`src/rtl/arb_pkg.sv`:
```
// Shared types and helpers for the ring token arbiter.
package arb_pkg;

    typedef enum logic {
        IDLE  = 1'b0,
        GRANT = 1'b1
    } state_t;

    // Widest ring the rotate helper supports.
    localparam int RING_MAX = 64;

    // Rotate the low n bits of a one-hot vector left by one, wrapping bit n-1 to bit 0.
    function automatic logic [RING_MAX-1:0] rot_left1(input logic [RING_MAX-1:0] v, input int n);
        logic [RING_MAX-1:0] r;
        r = '0;
        for (int i = 0; i < RING_MAX; i++) begin
            if (i < n) begin
                r[i] = v[(i + n - 1) % n];
            end
        end
        return r;
    endfunction

endpackage

```
`src/rtl/rr_pick.sv`:
```
// Round-robin pick: first set request at or after the one-hot token, wrapping.
// Double-width trick: the upper copy of req covers the wrapped part of the scan.
module rr_pick
    import arb_pkg::*;
#(
    parameter int N   = 4,
    parameter int IDW = $clog2(N)
) (
    input  logic [N-1:0]   req,
    input  logic [N-1:0]   ptr,
    output logic [N-1:0]   win,
    output logic [IDW-1:0] win_id,
    output logic           any
);

    logic [2*N-1:0] dbl;

    // Lower copy keeps only requests at or above the token position.
    assign dbl = {req, req & ~(ptr - N'(1))};
    assign any = |req;

    // Lowest set bit of the double-width vector wins; fold its index back into the ring.
    always_comb begin
        win    = '0;
        win_id = '0;
        for (int i = 2*N-1; i >= 0; i--) begin
            if (dbl[i]) begin
                win_id = IDW'(i % N);
            end
        end
        if (any) begin
            win[win_id] = 1'b1;
        end
    end

endmodule

```
`src/rtl/ring_token_arbiter.sv`:
```
// Round-robin arbiter with a rotating one-hot token and a bounded hold time.
//
//   state | meaning
//   ------+-----------------------------------------------------------
//   IDLE  | no owner; pick next requester from the token on req != 0
//   GRANT | owner holds the resource until release, req drop or limit
//
// The owner's release strobe is the port "rel" ("release" is reserved).
module ring_token_arbiter
    import arb_pkg::*;
#(
    parameter int N        = 4,
    parameter int HOLD_MAX = 16,
    parameter int IDW      = $clog2(N),
    parameter int CW       = $clog2(HOLD_MAX + 1)
) (
    input  logic           clk,
    input  logic           rst,
    input  logic [N-1:0]   req,
    input  logic           rel,
    output logic [N-1:0]   gnt,
    output logic [IDW-1:0] gnt_id,
    output logic           busy,
    output logic           timeout
);

    // Counter needs at least one bit even when the timeout is disabled.
    localparam int CWI = (CW < 1) ? 1 : CW;
    localparam int LIM = (HOLD_MAX == 0) ? 0 : HOLD_MAX - 1;
    localparam logic [CWI-1:0] LIM_C = CWI'(LIM);

    state_t         state, state_n;
    logic [N-1:0]   ptr, ptr_n;
    logic [CWI-1:0] cnt, cnt_n;
    logic [N-1:0]   gnt_n;
    logic [IDW-1:0] gnt_id_n;
    logic           busy_n, timeout_n;

    logic [N-1:0]   win;
    logic [IDW-1:0] win_id;
    logic           any;
    logic           rel_ev, lim_hit;

    rr_pick #(.N(N), .IDW(IDW)) u_pick (
        .req    (req),
        .ptr    (ptr),
        .win    (win),
        .win_id (win_id),
        .any    (any)
    );

    assign rel_ev  = rel | ~req[gnt_id];
    assign lim_hit = (HOLD_MAX != 0) && (cnt == LIM_C);

    // State, token, hold counter and all outputs are registered here.
    always_ff @(posedge clk or posedge rst) begin
        if (rst) begin
            state   <= IDLE;
            ptr     <= N'(1);
            cnt     <= '0;
            gnt     <= '0;
            gnt_id  <= '0;
            busy    <= 1'b0;
            timeout <= 1'b0;
        end else begin
            state   <= state_n;
            ptr     <= ptr_n;
            cnt     <= cnt_n;
            gnt     <= gnt_n;
            gnt_id  <= gnt_id_n;
            busy    <= busy_n;
            timeout <= timeout_n;
        end
    end

    // Next-state and next-output decode; a release wins over a coincident limit.
    always_comb begin
        state_n   = state;
        ptr_n     = ptr;
        cnt_n     = cnt;
        gnt_n     = gnt;
        gnt_id_n  = gnt_id;
        busy_n    = busy;
        timeout_n = 1'b0;
        unique case (state)
            IDLE: begin
                if (any) begin
                    gnt_n    = win;
                    gnt_id_n = win_id;
                    busy_n   = 1'b1;
                    cnt_n    = '0;
                    state_n  = GRANT;
                end
            end
            GRANT: begin
                if (rel_ev || lim_hit) begin
                    gnt_n     = '0;
                    busy_n    = 1'b0;
                    ptr_n     = N'(rot_left1(RING_MAX'(gnt), N));
                    timeout_n = lim_hit & ~rel_ev;
                    state_n   = IDLE;
                end else if (HOLD_MAX != 0) begin
                    cnt_n = cnt + CWI'(1);
                end
            end
            default: state_n = IDLE;
        endcase
    end

endmodule
```
`config.mk`:
```
export PLATFORM = sky130hd
export DESIGN_NAME = ring_token_arbiter
export DESIGN_NICKNAME = d
export VERILOG_FILES = /design/src/rtl/arb_pkg.sv /design/src/rtl/rr_pick.sv /design/src/rtl/ring_token_arbiter.sv
export SDC_FILE = /design/constraint.sdc
export NUM_CORES = 1
export LEC_CHECK = 0
export CAP_MARGIN = 25
export CORE_MARGIN = 2
export CORE_UTILIZATION = 30
export CTS_CLUSTER_DIAMETER = 100
export CTS_CLUSTER_SIZE = 12
export DETAILED_ROUTE_END_ITERATION = 7
export PLACE_DENSITY = 0.54
export SYNTH_ARGS = -nofsm -noshare
export SYNTH_HDL_FRONTEND = slang
export SYNTH_SLANG_ARGS = --single-unit
```
`constraint.sdc`:
```
create_clock -name clk -period 2.3 [get_ports clk]
set_input_delay 0.46 -clock clk [delete_from_list [all_inputs] [get_ports clk]]
set_output_delay 0.46 -clock clk [all_outputs]
set_load 0.005 [all_outputs]
```
==> impl_metrics.csv <==
group,metric,value,unit
place,place_area,1210,um^2
final_layout,final_cell_mix,"dfrtp_1 (17), clkdlybuf4s50_1 (14), nand3_1 (7)",
floorplanning,die_h,61.5,um
final_layout,design_area,1250,um^2
timing,hold_violations,0,
synthesis,yosysSeqAreaShare,0.455,
worst_setup_path,cp.arrival,2.21,ns
drt,viasPerCell,5.23,
final_layout,fill_cells,326,
grt,grt_pass1_vias,769,
floorplanning,die_area,3790,um^2
synthesis,syn_area,993,um^2
clocking,clk_pin_slew,0.11,ns
worst_hold_path,min_path_cells,2,
timing,tightest_slew,0.700,ns
clocking,cts_made_buffers,3,
clocking,cts_buffer_depth,2,
floorplanning,pin_count,15,
drt,via_count,821,
worst_setup_path,crit_type,"register to register",
synthesis,synth_seq_cells,18,
worst_setup_path,r2r_start,"cnt[0]",
timing,setup_viol,0,
clocking,cts_tree,"yes",
worst_setup_path,timing.rr.end,"cnt[1]",
timing,relSlewSlack,0.533,
worst_hold_path,hold_start,"cnt[4]",
power,irDropWorstVdd,417,uV
worst_setup_path,cp_data_required_time,2.50,ns
drt,dr.pass1.iters,4,
worst_setup_path,crit_path_end_kind,"register",
grt,grt_use_met3,0.0189,
clocking,clkLatencyLatePin,0.30,ns
final_layout,drive_above_1_share,0.195,
timing,fmax,0.497,GHz
grt,grtUsageTotal,0.132,
synthesis,synth_top_area_frac,0.428,
clocking,cts_setup_buffers,0,
timing,setup_tns,0,ns
grt,grt_max_degree,19,
place,post-dp-hpwl,1640,um
final_layout,antenna_cells,0,
clocking,cts_hold_buf,0,
power,p_leak,0.000569,uW
floorplanning,rows,20,
worst_setup_path,rrSetupSlack,0.29,ns
worst_setup_path,reg2reg_depth,6,
drt,wl,2160,um
clocking,post_cts_resized,0,
grt,antenna_found_initial,0,
floorplanning,die_x,61.5,um
grt,grt_overflow,0,
timing,grt_setup_unrepaired,"false",
worst_hold_path,min_path_type,"register to register",
worst_setup_path,start_kind,"register",
flow_run,maxCapViolations,0,
synthesis,syn_inst,92,
grt,top_usage_layer,"met1",
synthesis,syn_avg_cell_area,10.8,um^2
synthesis,synth_top_area_cell,"dfrtp_1",
grt,grt_util_met2,0.183,
final_layout,instances_no_fill,157,
grt,use_met1,0.194,
place,port_buffers,14,
clocking,h-tree-depth,1,
clocking,clkSinkCount,18,
run_status,status,"complete, no violations",
final_layout,fin_nets,124,
drt,drc,0,
final_layout,area_growth,25.8,%
timing,min_period_over_period,0.875,
worst_setup_path,critPathMaxFanout,5,
place,dp.cells,153,
timing,worst_slack,0.287,ns
floorplanning,initial_utilization,0.320,
final_layout,multi_input_area,499,um^2
drt,drt_iter0_markers,38,
final_layout,final_common_cell,"dfrtp_1",
timing,drv_slew,0,
synthesis,synth_area_leaders,"dfrtp_1 (43%), mux2_2 (4.5%), ha_1 (3.8%)",
drt,ant_nets,0,
drt,wl_per_cell,13.8,um
timing,skew,0.0127,ns
timing,finalCriticalPeriod,2.01,ns
grt,grt_pass1_wl,3600,um
synthesis,ys.warnings.count,0,
synthesis,syn_nets,102,
worst_hold_path,holdPathEnd,"cnt[4]",
worst_setup_path,crit_start,"cnt[0]",
floorplanning,design.core.area,3100,um^2
clocking,cts_root_buf,"clkbuf_4",
place,place_ws,0.0830,ns
final_layout,seqCellArea,452,um^2
power,power.density,1130,nW/um^2
synthesis,synth_cell_type_count,39,
place,gp_congestion,0.761,
critical path: stages (launching register included):
cell and delay, ns:
dfrtp_1 0.42, ha_1 0.22, and3_1 0.19, ha_1 0.20
nor3b_1 0.40, nand2_1 0.20, a31o_2 0.28
synth_stat cells (all sizes together):
cell,instances
dfstp,1
a32o,1
clkbuf,1
nor3,1
or4,1
o21ai,4
o2111a,2
mux4,1
a31oi,1
a21bo,1
nor2,5
a31o,4
nand3b,1
mux2,5
a211o,1
and3,5
xnor2,1
o31ai,3
nor3b,1
inv,6
and4b,1
ha,3
a21o,2
mux2i,1
nand3,7
o311ai,1
dfrtp,17
nand2,5
nand2b,1
and2,1
o21a,2
buf,2
a21oi,1
xor2,2
per-layer routing:
layer,wire length [um],share of wire
met1,1030,0.48
met2,958,0.44
met3,121,0.056
met4,52,0.024
met5,0,0
state kept, by name (all words and copies together) (netlist names):
| register | flops |
|---|---|
| cnt | 5 |
| gnt | 4 |
| ptr | 4 |
| gnt_id | 2 |
| busy | 1 |
| state | 1 |
| timeout | 1 |
report_power, final:
group          internal, uW  switching, uW
Combinational           383            319
Sequential              421           95.5
Clock                  96.5           97.5
Total                   900            512
cells by family after synthesis:
kind of cell,count (synthesis),synth area share
XOR/XNOR,3,0.0265
flip-flops,18,0.455
multiplexers,7,0.0932
buffers and inverters,9,0.0428
adder cells (fa/ha/maj),3,0.0378
AO/OA/AOI/OAI,23,0.186
AND/OR/NAND/NOR,29,0.159
how the worst max path moves through the flow:
stage | end | cells past startpoint
after global placement | gnt[1] | 5
after global routing | cnt[1] | 6
after CTS | cnt[1] | 6
after detailed placement | gnt[1] | 5
after floorplan | gnt[1] | 6
final | cnt[1] | 6
area by class of cell:
type / count / area share
Clock buffer: 4 / 0.0290
Tap cell: 44 / 0.0440
Sequential cell: 18 / 0.361
Inverter: 6 / 0.0180
Timing Repair Buffer: 20 / 0.148
Multi-Input combinational cell: 65 / 0.399
through the flow:
| step | utilization | power, uW | hold WS, ns |
|---|---|---|---|
| after global placement | 0.391 | 1210 | 0.487 |
| final | 0.403 | 1410 | 0.510 |
| after CTS | 0.403 | 1430 | 0.516 |
| after floorplan | - | 982 | 0.398 |
| after global routing | 0.403 | 1530 | 0.542 |
| after detailed placement | 0.391 | 1230 | 0.490 |
(Power assumes the default switching activity.)
